===== config.mk =====
export PLATFORM = sky130hd
export DESIGN_NAME = id_ex_hazard_reg
export DESIGN_NICKNAME = d
export VERILOG_FILES = /design/src/rtl/pipeline_pkg.sv /design/src/rtl/hazard_scoreboard.sv /design/src/rtl/id_ex_hazard_reg.sv
export SDC_FILE = /design/constraint.sdc
export NUM_CORES = 1
export LEC_CHECK = 0
export CORE_ASPECT_RATIO = 0.7
export CORE_MARGIN = 1
export CORE_UTILIZATION = 39
export CTS_BUF_LIST = sky130_fd_sc_hd__clkbuf_8
export DETAILED_ROUTE_END_ITERATION = 8
export GPL_TIMING_DRIVEN = 0
export PLACE_DENSITY = 0.79
export SYNTH_ARGS = -nofsm -noshare
export SYNTH_HDL_FRONTEND = slang
export SYNTH_SLANG_ARGS = --single-unit

===== constraint.sdc =====
create_clock -name clk_i -period 4.73 [get_ports clk_i]
set_input_delay 0.946 -clock clk_i [delete_from_list [all_inputs] [get_ports clk_i]]
set_output_delay 0.946 -clock clk_i [all_outputs]
set_load 0.01 [all_outputs]

===== src/rtl/pipeline_pkg.sv =====
// Shared pipeline types: ALU opcodes, scoreboard entry and the scoreboard depth.
// Build option: define WB_BYPASS_EN when the register file is write-before-read (WB not tracked).
package pipeline_pkg;

  typedef enum logic [3:0] {
    ADD  = 4'b0000,
    SUB  = 4'b0001,
    SLT  = 4'b0010,
    SLTU = 4'b0011,
    XOR  = 4'b0100,
    OR   = 4'b0101,
    AND  = 4'b0110,
    SLL  = 4'b0111,
    SRL  = 4'b1000,
    SRA  = 4'b1001,
    LUI  = 4'b1010
  } alu_op_e;

  typedef struct packed {
    logic       valid;
    logic       wren;
    logic [4:0] rd;
  } sb_entry_t;

  localparam sb_entry_t BUBBLE = '{valid: 1'b0, wren: 1'b0, rd: 5'd0};

`ifdef WB_BYPASS_EN
  localparam int SB_DEPTH = 2;
`else
  localparam int SB_DEPTH = 3;
`endif

  // x0 is hard-wired, so a read of it can never depend on an in-flight write.
  function automatic logic sb_hit(input sb_entry_t e, input logic [4:0] rs);
    return e.valid && e.wren && (rs != 5'd0) && (e.rd == rs);
  endfunction

endpackage


===== src/rtl/hazard_scoreboard.sv =====
// Tracks destination registers of instructions in EX/MEM(/WB) and flags
// read-after-write hazards for the instruction sitting in decode.
module hazard_scoreboard
  import pipeline_pkg::*;
(
  input  logic       clk_i,
  input  logic       rst_i,
  input  logic       head_accept_i,
  input  logic       head_wren_i,
  input  logic [4:0] head_rd_i,
  input  logic       id_valid_i,
  input  logic       use_rs1_i,
  input  logic [4:0] rs1_i,
  input  logic       use_rs2_i,
  input  logic [4:0] rs2_i,
  output logic       hazard_o
);

  sb_entry_t [SB_DEPTH-1:0] sb_q, sb_d;
  logic      [SB_DEPTH-1:0] hit_rs1, hit_rs2;

  always_comb begin
    sb_d = sb_q;
    sb_d[0] = head_accept_i ? '{valid: 1'b1, wren: head_wren_i, rd: head_rd_i} : BUBBLE;
    for (int i = 1; i < SB_DEPTH; i++) sb_d[i] = sb_q[i-1];
  end

  always_ff @(posedge clk_i or posedge rst_i) begin
    if (rst_i) sb_q <= {SB_DEPTH{BUBBLE}};
    else       sb_q <= sb_d;
  end

  for (genvar g = 0; g < SB_DEPTH; g++) begin : g_cmp
    assign hit_rs1[g] = sb_hit(sb_q[g], rs1_i);
    assign hit_rs2[g] = sb_hit(sb_q[g], rs2_i);
  end

  assign hazard_o = id_valid_i & ((use_rs1_i & (|hit_rs1)) | (use_rs2_i & (|hit_rs2)));

endmodule


===== src/rtl/id_ex_hazard_reg.sv =====
// ID/EX pipeline register with RAW-hazard stall and branch flush.
// Build option WB_BYPASS_EN shortens the tracked window to EX/MEM (see pipeline_pkg).
module id_ex_hazard_reg
  import pipeline_pkg::*;
#(
  parameter int WIDTH = 32
) (
  input  logic             clk_i,
  input  logic             rst_i,
  input  logic             id_valid_i,
  input  logic [WIDTH-1:0] id_pc_i,
  input  logic [WIDTH-1:0] id_rs1_data_i,
  input  logic [WIDTH-1:0] id_rs2_data_i,
  input  logic [WIDTH-1:0] id_imm_i,
  input  logic [4:0]       id_rs1_addr_i,
  input  logic [4:0]       id_rs2_addr_i,
  input  logic [4:0]       id_rd_addr_i,
  input  logic             id_use_rs1_i,
  input  logic             id_use_rs2_i,
  input  logic             id_rd_wren_i,
  input  logic             id_asel_pc_i,
  input  logic             id_bsel_imm_i,
  input  logic [3:0]       id_alu_control_i,
  input  logic             flush_i,
  output logic             stall_o,
  output logic             ex_valid_o,
  output logic             ex_rd_wren_o,
  output logic [WIDTH-1:0] ex_operand_a_o,
  output logic [WIDTH-1:0] ex_operand_b_o,
  output logic [WIDTH-1:0] ex_pc_o,
  output logic [WIDTH-1:0] ex_rs2_data_o,
  output logic [3:0]       ex_alu_control_o,
  output logic [4:0]       ex_rd_addr_o
);

  logic             hazard, accept;
  logic             ex_valid_q, ex_valid_d;
  logic             ex_wren_q, ex_wren_d;
  logic [WIDTH-1:0] ex_op_a_q, ex_op_a_d;
  logic [WIDTH-1:0] ex_op_b_q, ex_op_b_d;
  logic [WIDTH-1:0] ex_pc_q, ex_pc_d;
  logic [WIDTH-1:0] ex_rs2_q, ex_rs2_d;
  logic [3:0]       ex_alu_q, ex_alu_d;
  logic [4:0]       ex_rd_q, ex_rd_d;

  hazard_scoreboard u_sb (
    .clk_i         (clk_i),
    .rst_i         (rst_i),
    .head_accept_i (accept),
    .head_wren_i   (id_rd_wren_i),
    .head_rd_i     (id_rd_addr_i),
    .id_valid_i    (id_valid_i),
    .use_rs1_i     (id_use_rs1_i),
    .rs1_i         (id_rs1_addr_i),
    .use_rs2_i     (id_use_rs2_i),
    .rs2_i         (id_rs2_addr_i),
    .hazard_o      (hazard)
  );

  // Flush wins over a hazard: the decode instruction is dead, so no need to hold it.
  assign stall_o = hazard & ~flush_i;
  assign accept  = id_valid_i & ~hazard & ~flush_i;

  always_comb begin
    ex_valid_d = 1'b0;
    ex_wren_d  = 1'b0;
    ex_op_a_d  = '0;
    ex_op_b_d  = '0;
    ex_pc_d    = '0;
    ex_rs2_d   = '0;
    ex_alu_d   = ADD;
    ex_rd_d    = '0;
    if (accept) begin
      ex_valid_d = 1'b1;
      ex_wren_d  = id_rd_wren_i;
      ex_op_a_d  = id_asel_pc_i  ? id_pc_i  : id_rs1_data_i;
      ex_op_b_d  = id_bsel_imm_i ? id_imm_i : id_rs2_data_i;
      ex_pc_d    = id_pc_i;
      ex_rs2_d   = id_rs2_data_i;
      ex_alu_d   = id_alu_control_i;
      ex_rd_d    = id_rd_addr_i;
    end
  end

  always_ff @(posedge clk_i or posedge rst_i) begin
    if (rst_i) begin
      ex_valid_q <= 1'b0;
      ex_wren_q  <= 1'b0;
      ex_op_a_q  <= '0;
      ex_op_b_q  <= '0;
      ex_pc_q    <= '0;
      ex_rs2_q   <= '0;
      ex_alu_q   <= ADD;
      ex_rd_q    <= '0;
    end else begin
      ex_valid_q <= ex_valid_d;
      ex_wren_q  <= ex_wren_d;
      ex_op_a_q  <= ex_op_a_d;
      ex_op_b_q  <= ex_op_b_d;
      ex_pc_q    <= ex_pc_d;
      ex_rs2_q   <= ex_rs2_d;
      ex_alu_q   <= ex_alu_d;
      ex_rd_q    <= ex_rd_d;
    end
  end

  assign ex_valid_o       = ex_valid_q;
  assign ex_rd_wren_o     = ex_wren_q;
  assign ex_operand_a_o   = ex_op_a_q;
  assign ex_operand_b_o   = ex_op_b_q;
  assign ex_pc_o          = ex_pc_q;
  assign ex_rs2_data_o    = ex_rs2_q;
  assign ex_alu_control_o = ex_alu_q;
  assign ex_rd_addr_o     = ex_rd_q;

endmodule


==> results of run 1 <==
state kept, by name (all words and copies together) (netlist names):
register          count
ex_alu_control_o      4
ex_operand_a_o       32
ex_operand_b_o       32
ex_pc_o              32
ex_rd_addr_o          2
ex_rd_wren_o          1
ex_rs2_data_o        32
ex_valid_o            1
u_sb.sb_d            10
u_sb.sb_q             7
kinds of logic (layout without fill, tap and decap cells):
logic type,count (synthesis),after routing
multiplexers,64,64
flip-flops,153,153
AND/OR/NAND/NOR,229,229
buffers and inverters,61,391
XOR/XNOR,28,28
AO/OA/AOI/OAI,7,7
through the flow:
step                      hold slack (ns)  power [mW]  TNS [ns]  setup WS [ns]
after floorplan                    0.3535       1.579         0          1.510
after global placement             0.3561       1.865   -0.2372        -0.2372
after detailed placement           0.3628       1.879   -0.2793        -0.2793
after CTS                          0.3744       2.904         0        0.01894
after global routing               0.3946       3.001         0        0.03773
final                              0.3764       2.881         0         0.1201
synthesized netlist by cell type, drive strengths merged:
cell    instances
o21a            1
mux2i          64
nor2b           1
a31oi           2
o221a           1
clkbuf         31
inv             3
nor3           75
a221oi          1
or4             2
nor4           68
xnor2          11
o21ai           2
or3             1
nand4           6
xor2           17
buf            27
nand2          75
nand2b          1
dfrtp         153
worst min path at each step:
| stage | start | end | slack, ns |
|---|---|---|---|
| 6_report | u_sb.sb_d[20]$_DFF_PP0_ | u_sb.sb_q[20]$_DFF_PP0_ | 0.38 |
| 5_1_grt | u_sb.sb_d[20]$_DFF_PP0_ | u_sb.sb_q[20]$_DFF_PP0_ | 0.39 |
| 4_1_cts | u_sb.sb_d[20]$_DFF_PP0_ | u_sb.sb_q[20]$_DFF_PP0_ | 0.37 |
| 3_5_place_dp | u_sb.sb_d[20]$_DFF_PP0_ | u_sb.sb_q[20]$_DFF_PP0_ | 0.36 |
| 3_3_place_gp | u_sb.sb_d[19]$_DFF_PP0_ | u_sb.sb_q[19]$_DFF_PP0_ | 0.36 |
| 2_1_floorplan | u_sb.sb_d[19]$_DFF_PP0_ | u_sb.sb_q[19]$_DFF_PP0_ | 0.35 |
critical path: cells and delay by family:
kind	cells	cell delay (ns)
and+or+nand+nor	2	0.53
AOI/OAI and AO/OA	2	0.40
xor gates and xnor gates	1	0.19
buffers and inverters	4	1.59
cell type report:
type | instances | area share
Tap cell | 220 | 0.02715
Buffer | 58 | 0.02875
Clock inverter | 15 | 0.01740
Sequential cell | 153 | 0.3776
Inverter | 3 | 0.001481
Clock buffer | 17 | 0.02308
Timing Repair Buffer | 298 | 0.2979
Multi-Input combinational cell | 328 | 0.2267
layout by cell type (no fill, tap or decap), types with 4 or more instances in the layout:
master and count:
sky130_fd_sc_hd__clkbuf_1 29, sky130_fd_sc_hd__buf_2 16, sky130_fd_sc_hd__buf_4 10, sky130_fd_sc_hd__clkbuf_8 17
sky130_fd_sc_hd__nand2_1 75, sky130_fd_sc_hd__xor2_1 17, sky130_fd_sc_hd__nor3_1 75, sky130_fd_sc_hd__dfrtp_1 153
sky130_fd_sc_hd__buf_12 4, sky130_fd_sc_hd__mux2i_1 64, sky130_fd_sc_hd__xnor2_1 11, sky130_fd_sc_hd__clkinvlp_4 4
sky130_fd_sc_hd__nand4_1 6, sky130_fd_sc_hd__nor4_1 38, sky130_fd_sc_hd__inv_1 5, sky130_fd_sc_hd__nor4_2 30
sky130_fd_sc_hd__clkdlybuf4s50_1 293
power by group through the flow:
stage          sequential (mW)  combinational (mW)  clock (mW)
6_report                  1.38               0.471        1.03
5_1_grt                   1.39               0.507        1.11
4_1_cts                   1.38               0.475        1.05
3_5_place_dp              1.41               0.472           0
3_3_place_gp              1.41               0.458           0
2_1_floorplan             1.43               0.148           0
layer usage:
metal	wire length, um	GRT usage
met3	1546	0.06425
met1	8780	0.3299
met2	9897	0.4077
met4	291	0.06933
met5	0	0
what timing repair did:
action,in CTS,in global routing
pin swaps,0,1
resized for setup,3,0
buffers inserted,0,1
setup endpoints to repair,1,1
cloned,0,0
==> impl_results.html, run 1 <==
<table>
<tr><th>Metric</th><th>Value</th></tr>
<tr><th colspan="2">Outcome</th></tr>
<tr><td>Run status</td><td>complete, no violations</td></tr>
<tr><th colspan="2">Setup path</th></tr>
<tr><td>WP data required</td><td>3.78 ns</td></tr>
<tr><td>R2R cell count</td><td>6</td></tr>
<tr><td>Critical-path maximum fanout</td><td>10</td></tr>
<tr><td>Launching element of the worst setup path</td><td>id_rs2_addr_i[2]</td></tr>
<tr><td>Capturing element type of the critical path</td><td>primary output</td></tr>
<tr><td>Cell chain of the critical path</td><td>clkdlybuf4s50_1 &gt; xor2_1 &gt; nor4_1 &gt; nand4_1 &gt; a31oi_4 &gt; buf_4 &gt; buf_2 &gt; o21a_1 &gt; clkdlybuf4s50_1</td></tr>
<tr><td>Cell at the slowest stage of the critical path</td><td>sky130_fd_sc_hd__clkdlybuf4s50_1</td></tr>
<tr><td>Stage delay of the slowest cell on the critical path</td><td>0.55 ns</td></tr>
<tr><td>Crit path arrival time</td><td>3.66 ns</td></tr>
<tr><td>Setup Crit Path Kind</td><td>input port to primary output</td></tr>
<tr><td>Endpoint of the worst-slack reg-to-reg timing path</td><td>ex_operand_b_o[1]$_DFF_PP0_</td></tr>
<tr><td>Worst setup path endpoint</td><td>stall_o</td></tr>
<tr><td>Startpoint type of the worst setup path</td><td>input port</td></tr>
<tr><td>Startpoint of the lowest-slack register-to-register path</td><td>ex_rd_addr_o[3]$_DFF_PP0_</td></tr>
<tr><td>Cell repeated most along the worst path</td><td>sky130_fd_sc_hd__clkdlybuf4s50_1</td></tr>
<tr><td>Setup slack of the worst register-to-register path</td><td>2.41 ns</td></tr>
<tr><th colspan="2">Min path</th></tr>
<tr><td>Hold path depth</td><td>0</td></tr>
<tr><td>Type of the tightest min-delay check</td><td>flip-flop to flip-flop</td></tr>
<tr><th colspan="2">STA</th></tr>
<tr><td>Actual slew at the worst max-slew pin</td><td>0.8080 ns</td></tr>
<tr><td>Headroom to the max-slew limit</td><td>0.4613</td></tr>
<tr><td>Number of failing hold endpoints at the final stage</td><td>0</td></tr>
<tr><td>Fraction of the cycle the final worst path needs</td><td>0.9746</td></tr>
<tr><td>Max Clk Rate</td><td>0.2169 GHz</td></tr>
<tr><td>Minimum clock period</td><td>4.610 ns</td></tr>
<tr><td>Post-Route Skew</td><td>0.02143 ns</td></tr>
<tr><td>Count of pins over their slew limit</td><td>0</td></tr>
<tr><td>RSZ-0062 raised after global routing</td><td>false</td></tr>
<tr><td>Final setup violation count</td><td>0</td></tr>
<tr><th colspan="2">Place</th></tr>
<tr><td>Quantity of I/O buffers inserted on ports</td><td>293</td></tr>
<tr><td>Cells after DPL</td><td>1059</td></tr>
<tr><td>Standard cell area after detailed placement</td><td>9706 um^2</td></tr>
<tr><td>Global placement routability congestion</td><td>0.8712</td></tr>
<tr><td>Detailed placer's ending HPWL</td><td>15060 um</td></tr>
<tr><th colspan="2">Clocking</th></tr>
<tr><td>Total clock buffers created by CTS</td><td>17</td></tr>
<tr><td>Worst skew pair latency</td><td>0.43 ns</td></tr>
<tr><td>TritonCTS clock tree</td><td>done</td></tr>
<tr><td>Clock root cell</td><td>sky130_fd_sc_hd__clkbuf_8</td></tr>
<tr><td>Clock sink count</td><td>153</td></tr>
<tr><td>Buffer depth of the longest clock path</td><td>2</td></tr>
<tr><td>Number of buffers inserted for hold repair after clock tree synthesis</td><td>0</td></tr>
<tr><td>Clock slew at the register clock pins of the worst setup and hold paths</td><td>0.08 ns</td></tr>
<tr><td>Level count of the clock H-tree</td><td>4</td></tr>
<tr><th colspan="2">Pwr</th></tr>
<tr><td>Sequential power share</td><td>0.479</td></tr>
<tr><td>Net switching fraction of the power</td><td>0.2526</td></tr>
<tr><td>PwrDens</td><td>284.2 nW/um^2</td></tr>
<tr><td>Static Leak</td><td>4.498 nW</td></tr>
<tr><td>Worst vdd rail ir drop</td><td>177.8 uV</td></tr>
<tr><td>Net load switching power</td><td>0.7279 mW</td></tr>
<tr><td>Clock share of power</td><td>0.357</td></tr>
<tr><td>Pint</td><td>2.153 mW</td></tr>
<tr><td>Combinational fraction of design power</td><td>0.163</td></tr>
<tr><th colspan="2">Final layout</th></tr>
<tr><td>Final cell count without fillers</td><td>1092</td></tr>
<tr><td>Post-route core utilization</td><td>0.6424</td></tr>
<tr><td>Diodes inserted</td><td>0</td></tr>
<tr><td>Number of fillers in the final layout</td><td>1266</td></tr>
<tr><td>Final #Nets</td><td>1015</td></tr>
<tr><td>Fraction of layout instances using a drive strength above 1</td><td>0.1112</td></tr>
<tr><td>Layout area overhead</td><td>58.10%</td></tr>
<tr><td>Multi-input combinational cell area</td><td>2298 um^2</td></tr>
<tr><td>Fin area</td><td>10140 um^2</td></tr>
<tr><td>FF+latch area</td><td>3829 um^2</td></tr>
<tr><th colspan="2">Die</th></tr>
<tr><td>Die width</td><td>155.3 um</td></tr>
<tr><td>DIE HEIGHT</td><td>109.3 um</td></tr>
<tr><td>Initial core utilization</td><td>0.4063</td></tr>
<tr><td>Total number of placement rows</td><td>38</td></tr>
<tr><td>Die Footprint</td><td>16970 um^2</td></tr>
<tr><td>I/O pin total</td><td>296</td></tr>
<tr><td>Core Footprint</td><td>15790 um^2</td></tr>
<tr><th colspan="2">Logic synthesis</th></tr>
<tr><td>Post-synthesis simple-gate area fraction</td><td>0.2091</td></tr>
<tr><td>Synth top area share</td><td>0.5970</td></tr>
<tr><td>Number of warning messages in the yosys log</td><td>0</td></tr>
<tr><td>Cell type with the highest aggregate area in the netlist</td><td>sky130_fd_sc_hd__dfrtp_1</td></tr>
<tr><td>Number of instances in the synthesized netlist</td><td>542</td></tr>
<tr><td>Average cell area after synthesis</td><td>11.83 um^2</td></tr>
<tr><td>Share of synthesized area spent on multiplexers</td><td>0.09988</td></tr>
<tr><td>Net count after synthesis</td><td>698</td></tr>
<tr><td>Post-Synth Adder-Cell Area</td><td>0</td></tr>
<tr><td>Synth top area cells</td><td>sky130_fd_sc_hd__dfrtp_1 (60%), sky130_fd_sc_hd__mux2i_1 (10%), sky130_fd_sc_hd__nor3_1 (5.9%)</td></tr>
<tr><td>Main combinational cell family by area after synthesis</td><td>simple AND/OR/NAND/NOR gates</td></tr>
<tr><td>Flip-flop and latch count after synthesis</td><td>153</td></tr>
<tr><td>Post-synthesis cell type count</td><td>25</td></tr>
<tr><td>Post-synthesis compound-gate area fraction</td><td>0.008779</td></tr>
<tr><td>Sequential area share after synthesis</td><td>0.5970</td></tr>
<tr><td>Syn Std Cell Area</td><td>6414 um^2</td></tr>
<tr><td>Synthesized-area fraction occupied by xor and xnor cells</td><td>0.03824</td></tr>
<tr><th colspan="2">Route</th></tr>
<tr><td>Number of detailed-routing iterations run before antenna repair</td><td>4</td></tr>
<tr><td>Wire per inst</td><td>18.79 um</td></tr>
<tr><td>Via Count</td><td>5405</td></tr>
<tr><td>DR vias/cell</td><td>4.950</td></tr>
<tr><td>Post-route antenna net violation count</td><td>0</td></tr>
<tr><td>Total DRC errors in the routed layout</td><td>0</td></tr>
<tr><td>Number of DRC markers after the initial detailed-route iteration</td><td>292</td></tr>
<tr><td>Overall routed net length</td><td>20520 um</td></tr>
<tr><th colspan="2">Global routing</th></tr>
<tr><td>Global-route wire length before repair</td><td>31640 um</td></tr>
<tr><td>Largest net degree at the start of global routing</td><td>42</td></tr>
<tr><td>Antenna violations before repair</td><td>0</td></tr>
<tr><td>Aggregate global routing overflow</td><td>0</td></tr>
<tr><td>Number of global-route vias before repair</td><td>5582</td></tr>
<tr><td>Total routing resource utilization after global routing</td><td>0.2488</td></tr>
<tr><th colspan="2">Flow run</th></tr>
<tr><td>Max-cap check violation count</td><td>0</td></tr>
</table>
Note: power is estimated with default switching activity, not from simulation.
==> run 2, diff against run 1 <==
Settings changed: SKIP_LAST_GASP from default to 1.
==> results of run 2 <==
Final layout, timing and power as in run 1 (identical DEF).
